<file path="src/rtl/hbm_stride_reader.sv">
// hbm_stride_reader: AXI4 read master for one HBM pseudo-channel.
// Issues read_ops equally spaced bursts with bounded outstanding and streams the beats downstream.
module hbm_stride_reader #(
    parameter int ENGINE_ID       = 0,
    parameter int ADDR_WIDTH      = 33,
    parameter int DATA_WIDTH      = 256,
    parameter int ID_WIDTH        = 5,
    parameter int MAX_OUTSTANDING = 8
) (
    input  logic                  clk,
    input  logic                  rst_n,
    input  logic                  start_read,
    input  logic [31:0]           read_ops,
    input  logic [31:0]           stride,
    input  logic [ADDR_WIDTH-1:0] init_addr,
    input  logic [15:0]           mem_burst_size,
    output logic                  busy,
    output logic                  done,
    output logic                  err,
    output logic                  m_axi_ARVALID,
    output logic [ADDR_WIDTH-1:0] m_axi_ARADDR,
    output logic [ID_WIDTH-1:0]   m_axi_ARID,
    output logic [7:0]            m_axi_ARLEN,
    output logic [2:0]            m_axi_ARSIZE,
    output logic [1:0]            m_axi_ARBURST,
    output logic [1:0]            m_axi_ARLOCK,
    output logic [3:0]            m_axi_ARCACHE,
    output logic [2:0]            m_axi_ARPROT,
    output logic [3:0]            m_axi_ARQOS,
    output logic [3:0]            m_axi_ARREGION,
    input  logic                  m_axi_ARREADY,
    input  logic                  m_axi_RVALID,
    input  logic [DATA_WIDTH-1:0] m_axi_RDATA,
    input  logic                  m_axi_RLAST,
    input  logic [ID_WIDTH-1:0]   m_axi_RID,
    input  logic [1:0]            m_axi_RRESP,
    output logic                  m_axi_RREADY,
    output logic                  dn_vld,
    output logic [DATA_WIDTH-1:0] dn_dat,
    output logic                  dn_last,
    input  logic                  dn_rdy
);

    typedef enum logic [1:0] {
        ST_IDLE,
        ST_ISSUE,
        ST_DRAIN,
        ST_DONE
    } state_e;

    localparam int         BEAT_BYTES = DATA_WIDTH / 8;
    localparam logic [2:0] AR_SIZE    = (DATA_WIDTH == 512) ? 3'b110 : 3'b101;
    localparam logic [3:0] PC_SEL     = 4'(ENGINE_ID);
    localparam logic [7:0] MAX_OUT    = 8'(MAX_OUTSTANDING);

    state_e                state_q, state_d;
    logic [31:0]           ops_q, ops_d;
    logic [27:0]           stride_q, stride_d;
    logic [ADDR_WIDTH-1:0] araddr_q, araddr_d;
    logic [7:0]            arlen_q, arlen_d;
    logic [31:0]           issued_q, issued_d;
    logic [7:0]            outst_q, outst_d;
    logic                  arvalid_q, arvalid_d;
    logic                  err_q, err_d;
    logic                  done_q, done_d;

    logic                  ar_hs;
    logic                  r_hs;
    logic                  outst_dec;
    logic                  last_issue;
    logic [15:0]           beats;
    logic [7:0]            len_calc;
    logic                  unused_inputs;

    // The pseudo-channel select replaces the upper offset bits, and the slave's RID is not checked.
    assign unused_inputs = ^{init_addr[ADDR_WIDTH-1:28], stride[31:28], m_axi_RID};

    assign ar_hs      = arvalid_q && m_axi_ARREADY;
    assign r_hs       = m_axi_RVALID && dn_rdy;
    assign outst_dec  = r_hs && m_axi_RLAST && (outst_q != 8'd0);
    assign last_issue = ar_hs && (issued_q == ops_q - 32'd1);

    assign dn_vld       = m_axi_RVALID;
    assign dn_dat       = m_axi_RDATA;
    assign dn_last      = m_axi_RLAST;
    assign m_axi_RREADY = dn_rdy;

    // Beats per burst, clamped to what a single AXI4 INCR burst can carry.
    always_comb begin
        beats = mem_burst_size / 16'(BEAT_BYTES);
        if (beats == 16'd0) begin
            len_calc = 8'd0;
        end else if (beats >= 16'd256) begin
            len_calc = 8'hFF;
        end else begin
            len_calc = beats[7:0] - 8'd1;
        end
    end

    always_ff @(posedge clk or negedge rst_n) begin
        if (!rst_n) begin
            state_q   <= ST_IDLE;
            ops_q     <= '0;
            stride_q  <= '0;
            araddr_q  <= '0;
            arlen_q   <= '0;
            issued_q  <= '0;
            outst_q   <= '0;
            arvalid_q <= 1'b0;
            err_q     <= 1'b0;
            done_q    <= 1'b0;
        end else begin
            state_q   <= state_d;
            ops_q     <= ops_d;
            stride_q  <= stride_d;
            araddr_q  <= araddr_d;
            arlen_q   <= arlen_d;
            issued_q  <= issued_d;
            outst_q   <= outst_d;
            arvalid_q <= arvalid_d;
            err_q     <= err_d;
            done_q    <= done_d;
        end
    end

    always_comb begin
        state_d   = state_q;
        ops_d     = ops_q;
        stride_d  = stride_q;
        araddr_d  = araddr_q;
        arlen_d   = arlen_q;
        issued_d  = issued_q;
        outst_d   = outst_q;
        arvalid_d = arvalid_q;
        err_d     = err_q;
        done_d    = 1'b0;

        if (ar_hs && !outst_dec) begin
            outst_d = outst_q + 8'd1;
        end else if (!ar_hs && outst_dec) begin
            outst_d = outst_q - 8'd1;
        end

        if (r_hs && ((m_axi_RRESP != 2'b00) || (m_axi_RLAST && (outst_q == 8'd0)))) begin
            err_d = 1'b1;
        end

        // The offset wraps inside 28 bits so it never disturbs the pseudo-channel select.
        if (ar_hs) begin
            issued_d        = issued_q + 32'd1;
            araddr_d[27:0]  = araddr_q[27:0] + stride_q;
        end

        case (state_q)
            ST_IDLE: begin
                if (start_read) begin
                    ops_d           = read_ops;
                    stride_d        = stride[27:0];
                    arlen_d         = len_calc;
                    araddr_d        = '0;
                    araddr_d[31:28] = PC_SEL;
                    araddr_d[27:0]  = init_addr[27:0];
                    issued_d        = '0;
                    outst_d         = '0;
                    err_d           = 1'b0;
                    if (read_ops == 32'd0) begin
                        state_d = ST_DONE;
                    end else begin
                        state_d   = ST_ISSUE;
                        arvalid_d = 1'b1;
                    end
                end
            end
            ST_ISSUE: begin
                if (last_issue) begin
                    arvalid_d = 1'b0;
                    state_d   = ST_DRAIN;
                end else if (!arvalid_q || ar_hs) begin
                    arvalid_d = (outst_d < MAX_OUT);
                end
            end
            ST_DRAIN: begin
                if (outst_q == 8'd0) begin
                    state_d = ST_DONE;
                end
            end
            ST_DONE: begin
                done_d  = 1'b1;
                state_d = ST_IDLE;
            end
            default: begin
                state_d = ST_IDLE;
            end
        endcase
    end

    always_comb begin
        busy           = (state_q != ST_IDLE) && (state_q != ST_DONE);
        done           = done_q;
        err            = err_q;
        m_axi_ARVALID  = arvalid_q;
        m_axi_ARADDR   = araddr_q;
        m_axi_ARLEN    = arlen_q;
        m_axi_ARID     = '0;
        m_axi_ARSIZE   = AR_SIZE;
        m_axi_ARBURST  = 2'b01;
        m_axi_ARLOCK   = 2'b00;
        m_axi_ARCACHE  = 4'b0000;
        m_axi_ARPROT   = 3'b010;
        m_axi_ARQOS    = 4'd0;
        m_axi_ARREGION = 4'd0;
    end

endmodule

</file>
<file path="config.mk">
export PLATFORM = sky130hd
export DESIGN_NAME = hbm_stride_reader
export DESIGN_NICKNAME = d
export VERILOG_FILES = /design/src/rtl/hbm_stride_reader.sv
export SDC_FILE = /design/constraint.sdc
export NUM_CORES = 1
export LEC_CHECK = 0
export ABC_AREA = 1
export BUFFER_PORTS_ARGS = -buffer_cell sky130_fd_sc_hd__buf_2
export CAP_MARGIN = 30
export CORE_AREA = 4 4 274 276
export DETAILED_ROUTE_END_ITERATION = 16
export DIE_AREA = 0 0 278 280
export GPL_TIMING_DRIVEN = 1
export HOLD_SLACK_MARGIN = 0.12
export SYNTH_ARGS = -nofsm -noshare
export SYNTH_HDL_FRONTEND = slang
export SYNTH_SLANG_ARGS = --single-unit
</file>
<file path="constraint.sdc">
create_clock -name clk -period 2.9 [get_ports clk]
set_input_delay 0.435 -clock clk [delete_from_list [all_inputs] [get_ports clk]]
set_output_delay 0.435 -clock clk [all_outputs]
set_load 0.01 [all_outputs]
</file>
==> results_dict.tcl <==
set metrics [dict create \
    synthAdderAreaFrac_pct 4.27 \
    r2r_slack_ns 0.34 \
    core_um2 72600 \
    cts.sinks 141 \
    p_per_area_nw_per_um2 1040 \
    synth-simple-area-share_pct 27.1 \
    drive_gt1_share_pct 16.8 \
    finalSetupViolations 0 \
    drv_slew 0 \
    cts_htree_levels 4 \
    synth_edf_count 0 \
    nets 1985 \
    seq_power_share_pct 27.6 \
    crit_buf_inv 2 \
    endpoint_kind "flop" \
    fmax_mhz 390 \
    holdPathStages 3 \
    antenna_found_initial 14 \
    gp_congestion 0.860 \
    place_ws_ns 0.411 \
    worstSetupStartpoint "m_axi_ARADDR[0]" \
    slowest_delay_ns 0.39 \
    p_leak_nw 5.94 \
    synthDistinctLibCells 51 \
    yosys.area_share.xor_xnor_pct 5.37 \
    wirelength_um 39200 \
    grtUsageTotal_pct 9.88 \
    yosysSeqAreaShare_pct 29.7 \
    die_h_um 280 \
    cpMostUsedCell "nand2_1" \
    clockRootBuffer "clkbuf_16" \
    ys_ff_latch 141 \
    cp-start-kind "flop" \
    critical-path-top-delay-family "simple AND/OR/NAND/NOR gates" \
    hold_viol_final 0 \
    port_buffers 150 \
    ctsResizeCount 0 \
    post-route-period-util_pct 88.4 \
    drt_iter0_markers 639 \
    synth_compound_area_share_pct 9.21 \
    switching_share_pct 49.6 \
    core.rowCount 99 \
    finalPower_mw 13.0 \
    cp.depth 16 \
    status "complete, no violations" \
    crit_chain "ha_1, inv_1, fa_1, inv_1, nand3_1, nand2_1, a21boi_0, nor2_1, nand2_1, nand2_1, nand3_1, nand2_1, nand2_1, nand3_1, nand3_1, a21oi_1" \
    postSynth.asyncResetShare_pct 100 \
    postRouteAntennaNets 0 \
    cp.required_ns 3.28 \
    vias 9919 \
    clkPwrFrac_pct 17.0 \
    cts-buffers-inserted 17 \
    power_frac_comb_pct 55.4 \
    fp.dieW_um 278 \
    internal-power_mw 6.56 \
    grt_overflow 0 \
    reg2reg_to "m_axi_ARADDR[20]" \
    drc_errors 0 \
    yosysWarnings 0 \
    final_cells 2538 \
    rr_startpoint "m_axi_ARADDR[0]" \
    stdcell_area_um2 12500 \
    grt_max_degree 71 \
    final.setup.tns_ns 0 \
    criticalPathCategory "flop to flop" \
    path_clk_slew_ns 0.07 \
    pin_count 714 \
    synthFlopType "dfrtp_1" \
    worstRegToRegCells 16 \
    synthMuxAreaShare_pct 0.0947 \
    wl_per_cell_um 15.4 \
    dpl.cell_count 2496 \
    synth_top_family_by_area "simple AND/OR/NAND/NOR gates" \
    setup_slack_ns 0.336 \
    crit_end "m_axi_ARADDR[20]" \
    cpMaxStageDelayCell "fa_1" \
    synth_area_per_cell_um2 7.17 \
    grt_pass1_wl_um 58600 \
    initial_core_util_pct 16.4 \
    fin_skew_ns 0.0130 \
    cts_tree "yes" \
    dpl_cell_area_um2 11900 \
    rsz0062_at_grt "no" \
    hold_buffers 6 \
    grt_pass1_vias 9680 \
    cts_buffer_depth 2 \
    p_switching_mw 6.46 \
    drt-pass1-iter-count 5 \
    tightest_slew_ns 0.771 \
    fin_crit_ns 2.56 \
    post-cts-setup-buffers 0 \
    hp-class "input port to flop" \
    cp.arrival_ns 2.94 \
    ir_drop_mv 0.536 \
    routed_via_density 3.91 \
    dp_hpwl_um 31700 \
    area_growth_pct 5.09 \
    maxCapViolations 0 \
    netlist_area_um2 11900 \
    fp.dieArea_um2 77800 \
    insertion_delay_ns 0.46 \
    max_slew_margin_pct 48.6 \
    synthCells 1660 \
    path_max_fanout 4 \
]
power groups by stage:
stage | registers, mW | clock network (mW) | logic (mW)
after detailed placement | 3.61 | 0 | 7.21
after global placement | 3.60 | 0 | 7.16
final | 3.59 | 2.22 | 7.22
after global routing | 3.70 | 2.40 | 8.26
after CTS | 3.59 | 2.32 | 7.26
after floorplan | 3.48 | 0 | 5.39
how the worst min path moves through the flow:
stage,start,end,slack (ns)
floorplan,rst_n,done,0.14
global placement,rst_n,stride_q[12],0.47
detailed placement,rst_n,stride_q[16],0.47
CTS,stride[12],stride_q[12],0.12
global route,stride[25],stride_q[25],0.14
finish,stride[12],stride_q[12],0.17
worst reg2reg max path: cells and delay by family, from the launching register on:
family                     cells  cell delay (ns)
and+or+nand+nor               10             1.10
adders and majority gates      2             0.55
AOI/OAI and AO/OA              2             0.29
DFF                            1             0.37
buffers and inverters          2             0.17
per-stage QoR:
stage | hold slack (ns) | util (%)
4_1_cts | 0.123 | 17.2
3_5_place_dp | 0.471 | 16.3
5_1_grt | 0.136 | 17.2
6_report | 0.171 | 17.2
2_1_floorplan | 0.139 | -
3_3_place_gp | 0.467 | 16.3
registers in the layout, summed over array words and instances (netlist names):
name,count
m_axi_ARADDR,28
state_q,2
m_axi_ARLEN,8
m_axi_ARVALID,1
done,1
err,1
issued_q,32
stride_q,28
ops_q,32
outst_q,8
synthesized netlist by cell type (2+ instances only):
| cell | count | share of area, % |
|---|---|---|
| nor3_1 | 27 | 1.1 |
| nor2_1 | 172 | 5.4 |
| xnor2_1 | 26 | 1.9 |
| or2_0 | 3 | 0.16 |
| nand3_4 | 2 | 0.29 |
| ha_1 | 39 | 4.1 |
| o21bai_1 | 7 | 0.44 |
| nor2_8 | 3 | 0.50 |
| nor4_1 | 13 | 0.68 |
| dfrtp_1 | 141 | 30 |
| inv_1 | 145 | 4.6 |
| buf_4 | 291 | 18 |
| inv_2 | 6 | 0.19 |
| o211ai_1 | 9 | 0.57 |
| clkbuf_1 | 27 | 0.85 |
| a21o_1 | 2 | 0.13 |
| nor2_2 | 10 | 0.53 |
| nand4_2 | 3 | 0.32 |
| xor2_1 | 47 | 3.5 |
| buf_1 | 4 | 0.13 |
| nor4_2 | 2 | 0.21 |
| nand3b_1 | 6 | 0.38 |
| o21a_1 | 2 | 0.13 |
| nor2_4 | 5 | 0.47 |
| nand2_2 | 10 | 0.53 |
| nand4_1 | 19 | 1.0 |
| nand3_2 | 2 | 0.17 |
| or2_2 | 12 | 0.63 |
| nor3_2 | 2 | 0.17 |
| nand3_1 | 58 | 2.4 |
| a21oi_1 | 64 | 2.7 |
| a31oi_1 | 20 | 1.1 |
| o21ai_1 | 7 | 0.29 |
| a21boi_1 | 2 | 0.13 |
| conb_1 | 2 | 0.063 |
| o21ai_0 | 79 | 3.3 |
| nand2_1 | 377 | 12 |
cell families (layout without fill, tap and decap cells):
logic type	after synthesis	after routing
AO/OA/AOI/OAI	198	198
XOR/XNOR	73	73
adder cells (fa/ha/maj)	40	40
buffers and inverters	476	361
flip-flops	141	141
multiplexers	1	1
other	2	36
AND/OR/NAND/NOR	729	729
final cells by class:
class                   instances  area, µm²
fillers                      8357      60100
multi-input cells            1073       5610
clock inverters                15        151
clock buffers                  17        425
inverters                     153        576
repair buffers                176       1000
well taps                     959       1200
diodes                          4       10.0
flip-flops and latches        141       3530
layout by cell type (no fill, tap or decap), types with 20 or more instances in the layout:
master	count
a21oi_1	64
a31oi_1	20
buf_2	149
conb_1	32
dfrtp_1	141
ha_1	39
inv_1	145
nand2_1	376
nand3_1	58
nor2_1	172
nor3_1	27
o21ai_0	79
xnor2_1	26
xor2_1	47
per-layer routing:
layer	global-route usage, %	vias to the layer above	wire, µm	part of all wire [%]
met5	0.672	-	57	0.15
met4	5.73	4	2270	5.8
met3	4.95	140	4520	12
met2	13.8	502	15700	40
met1	12.2	4488	16600	42
li1	-	4785	-	-
Note: power is estimated with default switching activity, not from simulation.
